<file path="config.mk">
export PLATFORM = sky130hd
export DESIGN_NAME = regfile_sb
export DESIGN_NICKNAME = d
export VERILOG_FILES = /design/src/rtl/regfile_sb_pkg.sv /design/src/rtl/regfile_scoreboard.sv /design/src/rtl/regfile_sb.sv
export SDC_FILE = /design/constraint.sdc
export NUM_CORES = 2
export LEC_CHECK = 0
export CAP_MARGIN = 20
export CORE_MARGIN = 8
export CORE_UTILIZATION = 54
export CTS_BUF_LIST = sky130_fd_sc_hd__clkbuf_8
export DETAILED_ROUTE_END_ITERATION = 10
export HOLD_SLACK_MARGIN = 0.15
export PLACE_DENSITY = 0.71
export SETUP_SLACK_MARGIN = 0.15
export SYNTH_ARGS = -nofsm -noshare
export SYNTH_HDL_FRONTEND = slang
export SYNTH_SLANG_ARGS = --single-unit
</file>
<file path="constraint.sdc">
create_clock -name clk -period 3.2 [get_ports clk]
set_input_delay 0.64 -clock clk [delete_from_list [all_inputs] [get_ports clk]]
set_output_delay 0.64 -clock clk [all_outputs]
set_load 0.02 [all_outputs]
</file>
<file path="src/rtl/regfile_sb_pkg.sv">
// Shared constants for the register file / scoreboard slice.
//   REG_W     data word width
//   NREG_DEF  architectural register count (r0 hardwired to zero)
//   CNT_W_DEF pending-writer counter width per register
package regfile_sb_pkg;
  localparam int REG_W     = 32;
  localparam int NREG_DEF  = 32;
  localparam int CNT_W_DEF = 2;
  localparam logic [REG_W-1:0] ZERO_WORD = '0;
endpackage

</file>
<file path="src/rtl/regfile_scoreboard.sv">
// Pending-write scoreboard: one saturating counter per register, counting
// issued-but-not-retired writers, plus a sticky overflow flag and per-port
// busy (stall) outputs.
//   clk, rst              clock, async active-low reset
//   we, waddr             WB retire (decrements the destination counter)
//   issue_we, issue_addr  decode issue (increments the destination counter)
//   flush                 clears every counter; same-cycle issue is dropped
//   re1/raddr1, re2/raddr2  read ports whose operands are being checked
//   busy1, busy2          operand still pending, decode must stall
//   sb_overflow           sticky: issue hit a saturated counter
module regfile_scoreboard
  import regfile_sb_pkg::*;
#(
  parameter int NREG   = NREG_DEF,
  parameter int CNT_W  = CNT_W_DEF,
  parameter int ADDR_W = $clog2(NREG)
) (
  input  logic              clk,
  input  logic              rst,
  input  logic              we,
  input  logic [ADDR_W-1:0] waddr,
  input  logic              issue_we,
  input  logic [ADDR_W-1:0] issue_addr,
  input  logic              flush,
  input  logic              re1,
  input  logic [ADDR_W-1:0] raddr1,
  input  logic              re2,
  input  logic [ADDR_W-1:0] raddr2,
  output logic              busy1,
  output logic              busy2,
  output logic              sb_overflow
);

  localparam logic [CNT_W-1:0] CNT_MAX = '1;
  localparam logic [CNT_W-1:0] CNT_ONE = CNT_W'(1);

  logic [NREG-1:0][CNT_W-1:0] cnt, cnt_nxt;
  logic                       ovf_set;

  always_comb begin
    logic inc, dec;
    cnt_nxt = cnt;
    ovf_set = 1'b0;
    inc     = 1'b0;
    dec     = 1'b0;
    for (int r = 1; r < NREG; r++) begin
      inc = issue_we && (issue_addr == ADDR_W'(r)) && !flush;
      // WB of a flushed/untracked writer finds cnt==0 and is ignored.
      dec = we && (waddr == ADDR_W'(r)) && (cnt[r] != '0);
      if (flush)
        cnt_nxt[r] = '0;
      else if (inc && !dec) begin
        if (cnt[r] == CNT_MAX) ovf_set = 1'b1;
        else                   cnt_nxt[r] = cnt[r] + CNT_ONE;
      end else if (dec && !inc)
        cnt_nxt[r] = cnt[r] - CNT_ONE;
    end
    cnt_nxt[0] = '0;
  end

  always_ff @(posedge clk or negedge rst) begin
    if (!rst) begin
      cnt         <= '0;
      sb_overflow <= 1'b0;
    end else begin
      cnt         <= cnt_nxt;
      sb_overflow <= sb_overflow | ovf_set;
    end
  end

  // A last outstanding writer retiring this cycle is bypassed by the
  // register file, so the operand is not busy.
  function automatic logic busy_of(input logic re, input logic [ADDR_W-1:0] a);
    return re && (a != '0) && (cnt[a] != '0) &&
           !((cnt[a] == CNT_ONE) && we && (waddr == a));
  endfunction

  assign busy1 = busy_of(re1, raddr1);
  assign busy2 = busy_of(re2, raddr2);

endmodule

</file>
<file path="src/rtl/regfile_sb.sv">
// General-purpose register file with two combinational read ports (write-
// through bypass from WB), one WB write port, and a pending-write scoreboard
// for RAW-hazard stalls in decode.
//   clk, rst                 clock, async active-low reset
//   we, waddr, wdata         WB write port (writes to r0 dropped)
//   re1/raddr1/rdata1        read port 1
//   re2/raddr2/rdata2        read port 2
//   issue_we, issue_addr     decode issue of a register writer
//   flush                    discard all in-flight writers
//   busy1, busy2             operand not yet available
//   sb_overflow              sticky scoreboard saturation flag
module regfile_sb
  import regfile_sb_pkg::*;
#(
  parameter int NREG  = NREG_DEF,
  parameter int CNT_W = CNT_W_DEF,
  localparam int ADDR_W = $clog2(NREG)
) (
  input  logic              clk,
  input  logic              rst,
  input  logic              we,
  input  logic [ADDR_W-1:0] waddr,
  input  logic [REG_W-1:0]  wdata,
  input  logic              re1,
  input  logic [ADDR_W-1:0] raddr1,
  output logic [REG_W-1:0]  rdata1,
  input  logic              re2,
  input  logic [ADDR_W-1:0] raddr2,
  output logic [REG_W-1:0]  rdata2,
  input  logic              issue_we,
  input  logic [ADDR_W-1:0] issue_addr,
  input  logic              flush,
  output logic              busy1,
  output logic              busy2,
  output logic              sb_overflow
);

  logic [NREG-1:0][REG_W-1:0] rf;

  always_ff @(posedge clk or negedge rst) begin
    if (!rst)
      rf <= '0;
    else if (we && (waddr != '0))
      rf[waddr] <= wdata;
  end

  // Outputs forced to zero during reset so a live WB bypass cannot leak out.
  function automatic logic [REG_W-1:0] rd(input logic re, input logic [ADDR_W-1:0] a);
    if (!rst || !re || (a == '0)) return ZERO_WORD;
    if (we && (waddr == a))       return wdata;
    return rf[a];
  endfunction

  assign rdata1 = rd(re1, raddr1);
  assign rdata2 = rd(re2, raddr2);

  regfile_scoreboard #(.NREG(NREG), .CNT_W(CNT_W), .ADDR_W(ADDR_W)) u_sb (
    .clk        (clk),
    .rst        (rst),
    .we         (we),
    .waddr      (waddr),
    .issue_we   (issue_we),
    .issue_addr (issue_addr),
    .flush      (flush),
    .re1        (re1),
    .raddr1     (raddr1),
    .re2        (re2),
    .raddr2     (raddr2),
    .busy1      (busy1),
    .busy2      (busy2),
    .sb_overflow(sb_overflow)
  );

endmodule

</file>
* Yosys cells after proc, flatten, opt, wreduce, memory -nomap -nowiden *
Index checks and enable logic that the tools add are counted.

storage, ports and cells
  bits in registers = 1087
  bits in latches = 0
  bits in writable memories = 0
  bits in read-only memories = 0
  input port bits = 59
  memories kept = 0

operators by class
  add/subtract/negate cells = 62
  multipliers = 0
  div/mod/pow operators = 0
  magnitude comparators = 4
  eq/ne operators = 128
  shift-type cells = 0
  mux-type cells = 242
  bitwise gates (word level) = 1
  reductions and logical operators = 372

operators with widths
  cell                   count
  $bwmux W1024           1
  $mux W32               11
  $bmux W32 S5           2
  $mux W2                126
  $logic_and A1 B1 Y1    200
  $demux W32 S5          1
  $eq A5 B5 Y1 const B   32
  $mux W1                99
  $ne A3 B3 Y1 const B   31
  $reduce_bool A3 Y1     31
  $eq A5 B4 Y1 const B   16
  $logic_not A1 Y1       68
  $reduce_bool A2 Y1     33
  $add A2 B1 Y2 const B  31
  $eq A2 B2 Y1 const B   31
  $reduce_and A2 Y1      31
  $sub A2 B1 Y2 const B  31
  $eq A5 B3 Y1 const B   8
  $bmux W2 S5            2
  $eq A5 B2 Y1 const B   4
  $lt A5 B6 Y1 const B   3
  $reduce_bool A5 Y1     3
  $eq A5 B1 Y1 const B   2
  $eq A5 B5 Y1           2
  5 further kinds        10

* Logic depth before layout (Yosys ltp) *
  depth in word-level cells = 98
  depth in mapped cells = 10

* Hierarchy *
A second synthesis with hierarchy kept.

unflattened totals
  cell total of the unflattened synthesis = 4639
  area total of the unflattened synthesis = 60986.0 um2

by module, submodules not included
  module              instances  cells each  area an instance (um2)
  regfile_sb          1          3940        55094.1
  regfile_scoreboard  1          699         5891.9

* Worst setup path after synthesis *
Ideal clock, no wire load.

  kind = input-to-output
  start = input port raddr1[0]
  end = output port rdata1[21]
  arrival time = 2546 ps
  path slack = 14 ps
  stages on the path = 8
  path buffers = 5
  cells stage by stage = buf_2 buf_6 buf_6 buf_2 o41a_1 nand3_1 clkbuf_1 o31ai_1

between the ends
  longest elaborated chain between the ends = 6
  elaborated cells between the ends (all ways) = 12

RTL lines
  element                                                               line              text
  from (decl)                                                           regfile_sb.sv:25  input logic [ADDR_W-1:0] raddr1,
  parallel branches: the longest is 5 deep, another holds $bmux W32 S5  --
  $mux W32 (*)                                                          regfile_sb.sv:50  if (we && (waddr == a)) return wdata;
  to (decl)                                                             regfile_sb.sv:26  output logic [REG_W-1:0] rdata1,

Every way passes the cells marked *. The select of a mux whose other input is x is not followed.

* Worst setup path after layout *
  start = register u_sb.cnt[40] in the netlist's numbering
  end = output port busy1

between the ends
  longest elaborated chain between the ends = 7
  elaborated cells between the ends (all ways) = 9

RTL lines
  element                            line                                                text
  from (decl)                        regfile_scoreboard.sv:37                            logic [NREG-1:0][CNT_W-1:0] cnt, cnt_nxt;
  from (signal assigned)             regfile_scoreboard.sv:66                            cnt <= cnt_nxt;
  $bmux W2 S5 (*)                    regfile_scoreboard.sv:74, regfile_scoreboard.sv:75
  $mux W2 (not written as such) (*)  regfile_scoreboard.sv:74, regfile_scoreboard.sv:75
  $eq A2 B1 Y1                       regfile_scoreboard.sv:75                            !((cnt[a] == CNT_ONE) && we && (waddr == a));
  $logic_and A1 B1 Y1 (2 in series)  regfile_scoreboard.sv:75
  $logic_not A1 Y1                   regfile_scoreboard.sv:75
  $logic_and A1 B1 Y1 (*)            regfile_scoreboard.sv:74                            return re && (a != '0) && (cnt[a] != '0) &&
  to (decl)                          regfile_sb.sv:33                                    output logic busy1,

Every way passes the cells marked *; elsewhere a longest branch is shown, timed or not. The select of a mux whose other input is x is not followed.

==> results.json <==
{
  "status": "complete, but fails checks",
  "violations": "negative setup slack",
  "period_minus_slack_ns": 3.434,
  "ys.warnings.count": 0,
  "initial_core_util_pct": 54.19,
  "stdcell_count": 7424,
  "p_total_mw": 40.50,
  "power_leakage_nw": 34.09,
  "grt_pass1_vias": 49451,
  "root_buffer": "clkbuf_8",
  "synth.most_common_cell": "nand2_1",
  "cts_inserted_buffers": 184,
  "rsz0062_at_grt": "true",
  "final_util_pct": 65.73,
  "path_max_fanout": 3,
  "tightest_slew_ns": 0.9947,
  "ys_types": 73,
  "synth_area_leaders": "dfrtp_1 45%, mux4_2 22%, nand2_1 12%",
  "syn_inst": 5336,
  "synthArstFlopShare_pct": 100.0,
  "grt_use_total_pct": 34.02,
  "htree_levels": 4,
  "wirelength_microns": 213700,
  "skew_ns": 0.03627,
  "die_w_microns": 351.3,
  "synth_fp_nets": 5395,
  "crit_path_start_kind": "flip-flop",
  "boundaryPins": 126,
  "synth_seq_cells": 1087,
  "setup_viol": 66,
  "drive_gt1_share_pct": 40.40,
  "grt_pass1_wl_microns": 314400,
  "fin_crit_sh_pct": 107.3,
  "antenna_found_initial": 5,
  "first_pass_iters": 6,
  "synthFlopType": "dfrtp_1",
  "place_area_sq_mm": 0.06760,
  "place.gp.congestion": 0.9504,
  "end_kind": "output pin",
  "syn_area_per_cell_sq_um": 11.38,
  "max-cap-violations": 0,
  "finalHoldViolCount": 0,
  "syn_area_sq_mm": 0.06072,
  "final_antenna_net_count": 0,
  "slew_violations": 0,
  "nets": 5842,
  "fp.dieH_microns": 351.3,
  "arrival_ns": 2.79,
  "dieArea_sq_mm": 0.1234,
  "viasPerCell": 6.620,
  "area_growth_pct": 21.29,
  "fin_ws_ns": -0.2344,
  "netlist.area_leader.share_pct": 44.80,
  "drc": 0,
  "ir_drop_mv": 0.3717,
  "hold_path_class": "reg -> reg",
  "synth_edf_count": 0,
  "numClockSinks": 1087,
  "grt_max_degree": 158,
  "required_ns": 2.56,
  "placed_cells": 6969,
  "io_buffers": 125,
  "netlist_top_cells_count": "1889 x nand2_1, 1087 x dfrtp_1, 604 x mux4_2",
  "overflow": 0,
  "power_density_mw_per_mm2": 549.9,
  "synth.largest_area_cell": "dfrtp_1",
  "relSlewSlack_pct": 33.69,
  "routedWlPerCell_microns": 28.78,
  "insertion_delay_ns": 0.91,
  "num_rows": 123,
  "hpwl_microns": 134700,
  "fmax_mhz": 291.2,
  "seq_area_frac_synth_pct": 44.80,
  "clk_path_buf_depth": 3,
  "drt-initial-drc-count": 6766,
  "core-area_sq_mm": 0.1120,
  "clkTransAtPathRegs_ns": 0.06,
  "via_count": 49145,
  "cts_tree": "yes",
  "criticalPathCategory": "reg -> out",
  "design_area_sq_mm": 0.07364
}
## sequential cells by signal, summed over array words and instances, names as in the netlist
register,count
rf,1024
u_sb.cnt,62
u_sb.sb_overflow,1
## layout make-up
type	count	area, sq um
fill	8254	38390
multi-input combinational	3722	32580
sequential	1087	27220
timing repair buffer	771	8021
clock buffer	237	3262
tap	1500	1877
clock inverter	85	610.6
inverter	17	63.81
antenna	5	12.51
## worst max-delay path, cell delays in order, from the launching register on
cell      delay [ns]
dfrtp_2         0.43
mux4_2          0.46
mux2_2          0.29
a211oi_2        0.20
a31oi_2         0.08
a31o_1          0.29
buf_6           0.13
## per-stage QoR
stage | setup slack [ns] | TNS [ns] | hold WS, ns
2_1_floorplan | 0.06228 | 0 | 0.3444
3_3_place_gp | -0.8291 | -43.86 | 0.3764
3_5_place_dp | -0.7714 | -42.06 | 0.3833
4_1_cts | -0.2753 | -12.49 | 0.3964
5_1_grt | -0.2975 | -14.05 | 0.4022
6_report | -0.2344 | -10.19 | 0.3963
## final timing paths
path,startpoint,to,slack [ns],depth (start not counted)
min,rf[3],rf[3],0.40,0
max reg2reg,u_sb.cnt[22],u_sb.sb_overflow,1.23,7
min in group asynchronous,rst,rf[475],0.49,2
max in group asynchronous,rst,rf[267],0.65,4
min reg2reg,rf[3],rf[3],0.40,0
max,u_sb.cnt[40],busy1,-0.23,6
## layout by cell type, fill, tap and decap left out, drive strengths merged, types with 18 or more instances in the layout
| cell type | synthesis | routed |
|---|---|---|
| mux4 | 604 | 604 |
| dfrtp | 1087 | 1087 |
| clkbuf | 373 | 244 |
| nand3 | 30 | 30 |
| o31ai | 66 | 66 |
| mux2 | 556 | 556 |
| nand2 | 1889 | 1889 |
| nor2b | 71 | 71 |
| clkinv | 0 | 18 |
| o21ai | 61 | 61 |
| a21oi | 60 | 60 |
| clkdlybuf4s50 | 0 | 43 |
| buf | 137 | 714 |
| nor3 | 19 | 19 |
| inv | 17 | 74 |
| nor2 | 72 | 72 |
| o22ai | 74 | 74 |
## logic make-up after synthesis
family / after synthesis / share of synthesized area [%]
flops: 1087 / 44.80
buf+inv: 527 / 3.670
mux: 1165 / 32.80
compound gates: 353 / 3.829
simple gates: 2189 / 14.69
xor+xnor: 15 / 0.2164
## per-layer routing
layer  vias to the layer above  track usage (%)  wire (microns)
li1                      19887                -               -
met5                         -                0              13
met4                         2            21.44           14830
met3                       827            8.915           24830
met2                      3496            51.01           97040
met1                     24933            44.31           76970
## timing repair
| item | CTS | global route |
|---|---|---|
| hold buffers | 3 | 0 |
| gates cloned | 2 | 7 |
| endpoints found under the hold margin | 159 | 0 |
| setup buffers | 64 | 51 |
| pin swaps | 62 | 16 |
| resized for setup | 444 | 135 |
| setup endpoints to repair | 66 | 66 |
## power by group
| group | total [mW] | internal (mW) | switching [mW] |
|---|---|---|---|
| registers | 18.0 | 16.1 | 1.89 |
| logic | 9.16 | 5.25 | 3.92 |
| clock network | 13.3 | 7.14 | 6.15 |
| total | 40.5 | 28.5 | 12.0 |
No activity file was read; power rests on OpenSTA's default activity.
